File: src/rtl/iob_cpu_bus_merge_pkg.sv
// Shared types and width helpers for the CPU bus merge.
// Request layout is {valid, addr, wdata, wstrb}; response layout is {rdata, ready}.
package iob_cpu_bus_merge_pkg;

  typedef enum logic [1:0] {
    ST_IDLE  = 2'd0,
    ST_GNT_I = 2'd1,
    ST_GNT_D = 2'd2
  } state_t;

  localparam int MST_I = 0;
  localparam int MST_D = 1;

  function automatic int req_width(input int addr_w, input int data_w);
    return 1 + addr_w + data_w + data_w / 8;
  endfunction

  function automatic int resp_width(input int data_w);
    return data_w + 1;
  endfunction

endpackage

File: src/rtl/iob_cpu_bus_merge_arb.sv
// Two-input round-robin grant with a last-served register and a one-hot output.
// On a tie the master that was not served last wins; the history resets to master 0.
module iob_rr_arb2 (
  input  logic       clk,
  input  logic       rst,
  input  logic [1:0] req,
  input  logic       done,
  input  logic       done_id,
  output logic [1:0] gnt
);

  logic last_gnt;

  always_ff @(posedge clk) begin
    if (rst) begin
      last_gnt <= 1'b0;
    end else if (done) begin
      last_gnt <= done_id;
    end
  end

  always_comb begin
    gnt = 2'b00;
    case (req)
      2'b01:   gnt = 2'b01;
      2'b10:   gnt = 2'b10;
      2'b11:   gnt = last_gnt ? 2'b01 : 2'b10;
      default: gnt = 2'b00;
    endcase
  end

endmodule

File: src/rtl/iob_cpu_bus_merge.sv
// Merges the CPU instruction and data iob buses onto one memory port:
// registered round-robin grant, one transaction in flight, response watchdog.
module iob_cpu_bus_merge
  import iob_cpu_bus_merge_pkg::*;
#(
  parameter  int ADDR_W    = 32,
  parameter  int DATA_W    = 32,
  parameter  int TIMEOUT_W = 8,
  localparam int REQ_W     = req_width(ADDR_W, DATA_W),
  localparam int RESP_W    = resp_width(DATA_W)
) (
  input  logic              clk,
  input  logic              rst,
  input  logic [REQ_W-1:0]  ibus_req,
  output logic [RESP_W-1:0] ibus_resp,
  input  logic [REQ_W-1:0]  dbus_req,
  output logic [RESP_W-1:0] dbus_resp,
  output logic [REQ_W-1:0]  mem_req,
  input  logic [RESP_W-1:0] mem_resp,
  output logic              timeout
);

  // Handshake: a master holds valid and its fields until it sees ready=1 for
  // one cycle; the slave answers with a single-cycle ready pulse, possibly in
  // the same cycle mem valid rises.

  state_t                state, state_nxt;
  logic [TIMEOUT_W-1:0]  wdog_cnt;
  logic [1:0]            arb_gnt;
  logic                  mem_ready;
  logic [DATA_W-1:0]     mem_rdata;
  logic [DATA_W-1:0]     resp_rdata;
  logic                  granted;
  logic                  wdog_hit;
  logic                  done;
  logic                  done_id;
  logic                  ibus_ready;
  logic                  dbus_ready;

  assign mem_ready = mem_resp[0];
  assign mem_rdata = mem_resp[RESP_W-1:1];
  assign granted   = (state != ST_IDLE);
  // A real response in the final watchdog cycle takes priority over the abort.
  assign wdog_hit  = granted && !mem_ready && (wdog_cnt == '1);
  assign done      = granted && (mem_ready || wdog_hit);
  assign done_id   = (state == ST_GNT_D);

  iob_rr_arb2 u_arb (
    .clk     (clk),
    .rst     (rst),
    .req     ({dbus_req[REQ_W-1], ibus_req[REQ_W-1]}),
    .done    (done),
    .done_id (done_id),
    .gnt     (arb_gnt)
  );

  always_ff @(posedge clk) begin
    if (rst) begin
      state <= ST_IDLE;
    end else begin
      state <= state_nxt;
    end
  end

  // Held at zero while idle so every grant starts a fresh count.
  always_ff @(posedge clk) begin
    if (rst || state == ST_IDLE) begin
      wdog_cnt <= '0;
    end else if (!mem_ready) begin
      wdog_cnt <= wdog_cnt + TIMEOUT_W'(1);
    end
  end

  always_comb begin
    state_nxt  = state;
    mem_req    = '0;
    ibus_ready = 1'b0;
    dbus_ready = 1'b0;
    timeout    = wdog_hit;
    resp_rdata = wdog_hit ? '0 : mem_rdata;
    case (state)
      ST_IDLE: begin
        if (arb_gnt[MST_D]) begin
          state_nxt = ST_GNT_D;
        end else if (arb_gnt[MST_I]) begin
          state_nxt = ST_GNT_I;
        end
      end
      ST_GNT_I: begin
        mem_req = ibus_req;
        if (wdog_hit) mem_req[REQ_W-1] = 1'b0;
        ibus_ready = done;
        if (done) state_nxt = ST_IDLE;
      end
      ST_GNT_D: begin
        mem_req = dbus_req;
        if (wdog_hit) mem_req[REQ_W-1] = 1'b0;
        dbus_ready = done;
        if (done) state_nxt = ST_IDLE;
      end
      default: state_nxt = ST_IDLE;
    endcase
  end

  assign ibus_resp = {resp_rdata, ibus_ready};
  assign dbus_resp = {resp_rdata, dbus_ready};

endmodule
File: config.mk
export PLATFORM = sky130hd
export DESIGN_NAME = iob_cpu_bus_merge
export DESIGN_NICKNAME = d
export VERILOG_FILES = /design/src/rtl/iob_cpu_bus_merge_pkg.sv /design/src/rtl/iob_cpu_bus_merge_arb.sv /design/src/rtl/iob_cpu_bus_merge.sv
export SDC_FILE = /design/constraint.sdc
export NUM_CORES = 1
export LEC_CHECK = 0
export CAP_MARGIN = 15
export CORE_AREA = 2 2 121 123
export CTS_CLUSTER_DIAMETER = 50
export DETAILED_ROUTE_END_ITERATION = 8
export DIE_AREA = 0 0 123 125
export HOLD_SLACK_MARGIN = 0.05
export PLACE_DENSITY = 0.66
export SLEW_MARGIN = 30
export SYNTH_ARGS = -nofsm -noshare
export SYNTH_HDL_FRONTEND = slang
export SYNTH_SLANG_ARGS = --single-unit
File: constraint.sdc
create_clock -name clk -period 4 [get_ports clk]
set_clock_uncertainty 0.2 [all_clocks]
set_input_delay 0.6 -clock clk [delete_from_list [all_inputs] [get_ports clk]]
set_output_delay 0.6 -clock clk [all_outputs]
set_load 0.05 [all_outputs]
; Word-level counts from Yosys, hierarchy flattened
; Index checks and enable logic that the tools add are counted.
[classes]
n_mux = 12
n_addsub = 1
n_reduce_logical = 10
eq_ne = 8
[op_table]
columns = cell, n
row1 = 69-bit one-hot mux with 2 select lines, 1
row2 = 32-bit 2-to-1 mux, 1
row3 = "8-bit by 1-bit adder with 8-bit output, second input constant", 1
row4 = "8-bit equality test, second input constant", 1
row5 = 2-bit 2-to-1 mux, 4
row6 = "2-bit equality test, second input constant", 3
row7 = 2-bit one-hot mux with 3 select lines, 1
row8 = "2-bit by 1-bit equality test with 1-bit output, second input constant", 2
row9 = 1-bit 2-to-1 mux, 4
row10 = 2-bit one-hot mux with 2 select lines, 1
row11 = 1-bit logical AND, 3
row12 = "3-bit != test, second input constant", 1
row13 = 2-bit logical NOT, 1
row14 = 1-bit logical OR, 2
row15 = "2-bit by 1-bit != test with 1-bit output, second input constant", 1
row16 = 2-bit AND reduction, 1
row17 = 2-bit nonzero test, 1
row18 = 2-bit OR reduction, 1
row19 = 1-bit logical NOT, 1
[totals]
out_inout_bits = 136
reg_bits = 11
in_bits = 173

; Logic depth before layout (Yosys ltp)
[depth]
ltp_word = 7
mapped_depth = 8
mapped_depth_nobuf = 6

; Cells and area by module
; From an unflattened synthesis, not the netlist that was laid out.
[hier_totals]
hier_cells = 297
hier_area_um2 = 2138.3
[by_module_without_submodules]
columns = mod, area_each_um2, n_inst, cells_per_inst
row1 = iob_cpu_bus_merge, 2085.8, 1, 291
row2 = iob_rr_arb2, 52.6, 1, 6

; Worst setup path before layout
; OpenSTA, ideal clock, no wires.
[synth_path]
path_kind = input port to output port
startpoint = input mem_resp[0]
endpoint = output ibus_resp[24]
arrival_ns = 2.335
setup_slack_ns = 0.865
cell_stages = 6
t_required_ns = 3.200
path_buffers = 3
path_cell_list = and4b_4 > and4_4 > buf_6 > buf_6 > nor2b_1 > buf_4
[synth_between]
elab_chain_len = 4
[synth_lines]
columns = item, line_no
row1 = "start, declared", iob_cpu_bus_merge.sv:19  ; input logic [RESP_W-1:0] mem_resp,
row2 = 1-bit logical NOT, n/a
row3 = 1-bit logical AND (2 in series), iob_cpu_bus_merge.sv:44  ; assign wdog_hit = granted && !mem_ready && (wdog_cnt == '1);
row4 = net timeout, iob_cpu_bus_merge.sv:20  ; output logic timeout
row5 = 32-bit 2-to-1 mux, iob_cpu_bus_merge.sv:80  ; resp_rdata = wdog_hit ? '0 : mem_rdata;
row6 = "end, declared", iob_cpu_bus_merge.sv:15  ; output logic [RESP_W-1:0] ibus_resp,
; The timed path passes the listed nets, and every way through them passes these cells.

; Worst setup path in the final report
[layout_path]
startpoint = input mem_resp[0]
endpoint = output ibus_resp[9]
[layout_between]
elab_chain_len = 4
[layout_lines]
columns = item, line_no
row1 = 1-bit logical NOT, n/a
row2 = 1-bit logical AND (2 in series), iob_cpu_bus_merge.sv:44
row3 = 32-bit 2-to-1 mux, iob_cpu_bus_merge.sv:80
; Every way passes these cells.

==> results.cfg <==
[detailed_routing]
vias = 3046
drc = 0
vias_per_cell = 4.173
first_pass_iters = 5
routed_wl_mm = 10.70
wl_per_cell_um = 14.66
detail-route-antenna-nets = 0
drtIter0Drc = 122

[floorplanning]
ios = 309
coreArea_um2 = 14200
dieArea_um2 = 15380
fp.dieW_um = 123
placementRows = 44
initial_core_util_pct = 14.79
fp.dieH_um = 125

[timing]
timing.hold.ws_ps = 273.0
fin_setup_tns_ps = 0
maxSlewViolCount = 0
worstMarginPinSlew_ps = 628.6
fin_ws_ps = 284.3
setup_viol = 0
hold_viol = 0
slew_headroom_pct = 58.10
fin_crit_sh_pct = 92.89
max_freq_ghz = 0.2691
layout_min_cycle_time_ps = 3716
rsz0062_at_grt = no

[critical_path]
path_buf_inv = 2
path_cells = clkdlybuf4s50_1 -> and4b_4 -> and4_4 -> nor2b_1 -> clkdlybuf4s50_1
crit_fanout = 35
crit_slowest_cell = clkdlybuf4s50_1
endpoint_kind = output port
worst_ep_required_time_ps = 3200
cp.arrival_ps = 2920
startpoint_type = input port
crit_family = buffers and inverters
crit_top_cell = clkdlybuf4s50_1
setup.worst_path.class = in -> out
cpPeakStageDelay_ps = 730

[cts]
cts_setup_buffers = 0
cts_tree = done
cts_hold_buf = 0
clk_pin_slew_worst_paths_ps = 40
cts_max_level = 1
clock_sinks = 11
clk-insertion-delay-late_ps = 240
cts_resized = 0
cts_root_buf = clkbuf_16
cts_buffers = 3
cts_max_path_buffers = 2

[synthesis]
syn_nets = 470
synthTopCellsByArea = nor2b_1, a22oi_1, buf_4
yosys_warnings = 0
mappedNetlistArea_um2 = 2101
synth_top_cell_area_share_pct = 30.38
ys_seq_elements = 11
synth_cell_types = 27
synthCells = 293
synth_largest_area_cell = nor2b_1
avgSynthCellArea_um2 = 7.170
synth-seq-area-share_pct = 10.48

[grt]
grt_max_degree = 46
grt_overflow = 0
grt_pass1_wl_mm = 15.79
grt_pass1_vias = 3027
grtUsageTotal_pct = 12.64
grt_antenna_before_repair = 1

[pwr]
p_total_mw = 2.372
ir_drop_v = 0.0003208
powerDensity_nw_per_um2 = 458.8
power.leakage_nw = 1.722

[min_path]
hp-class = reg -> reg

[final_layout]
nNetsFinal = 724
antenna_cells = 0
area_growth_syn_to_layout_pct = 146.1
drive_above_1_share_pct = 3.114

[place]
dp_hpwl_mm = 8.715
gp_congestion = 0.9198
dp_slack_ps = 301.0
port_buffers = 308

[status]
status = complete, no violations

[job]
drv_cap = 0
-- stage by stage --
step	cells	cell area, um^2	utilization, %
after floorplan	293	2101	-
after global placement	726	5091	35.84
after detailed placement	726	5091	35.84
after CTS	730	5170	36.40
after global routing	730	5170	36.40
final	730	5170	36.40
-- registers in the layout, summed over array words and instances (netlist names) --
name            flops
state               2
wdog_cnt            8
u_arb.last_gnt      1
-- final timing paths --
check	endpoint	cells after the start	slack, ps	from
worst max-delay path	ibus_resp[9]	5	280	mem_resp[0]
worst min-delay path	u_arb.last_gnt	2	270	u_arb.last_gnt
worst max register to register	u_arb.last_gnt	5	2160	wdog_cnt[0]
worst min register to register	u_arb.last_gnt	2	270	u_arb.last_gnt
-- final cells by class --
cell class	instances	area [um^2]
inverter	4	15.01
clock buffer	4	78.83
tap	184	230.2
fill	1435	9034
sequential	11	220.2
multi-input combinational	216	1490
timing repair buffer	311	3136
-- cell families (layout without fill, tap and decap cells) --
group	Yosys count	count (layout)	synth area share, %
AND/OR/NAND/NOR	129	129	37.76
adder cells (fa/ha/maj)	4	4	2.382
XOR/XNOR	7	7	2.918
multiplexers	3	3	1.429
flip-flops	11	11	10.48
AO/OA/AOI/OAI	73	73	26.09
buffers and inverters	66	319	18.94
-- cells in the mapped netlist --
library cell  number
ha_1               4
nor3b_2            1
clkbuf_1          24
xnor2_1            4
nand3_1            3
and2b_1            1
nor2_1             9
o21a_1             1
dfxtp_1           11
inv_1              4
and4b_1            1
buf_4             36
a21oi_1            1
a41oi_1            1
mux2i_1            3
o21ai_2            1
and3_1             2
buf_6              2
nand2b_1           2
and4_4             1
nor2b_1          102
nand2_1            4
and4b_4            1
a22oi_1           69
or2_2              1
xor2_1             3
nor3_1             1
-- power breakdown --
part	switching, mW	internal (mW)
clock	0.0468	0.134
sequential	0.0100	0.122
combinational	1.21	0.845
total	1.27	1.10
-- metal layers --
metal	vias to the layer above	wire length [um]	GRT usage, %	part of all wire (%)
li1	1487	-	-	-
met1	1402	4036	14.03	38
met2	139	5643	24.37	53
met3	16	852	2.828	8.0
met4	2	153	2.072	1.4
met5	-	13	0	0.12
-- tightest hold or removal path: stages (launching register included) --
cell and delay, ps:
dfxtp_1 310, nand2_1 50, a21oi_1 60
-- cells in the final DEF (no fill, tap or decap), types with 2 or more instances in the layout --
cell type,instances
buf_12,3
nand2_1,4
a22oi_1,69
buf_4,3
xnor2_1,4
nor2_1,9
xor2_1,3
nor2b_1,102
nand3_1,3
inv_1,4
dfxtp_1,11
ha_2,3
mux2i_1,3
nand2b_1,2
clkdlybuf4s50_1,305
and3_1,2
clkbuf_16,3
No activity file was read; power rests on OpenSTA's default activity.
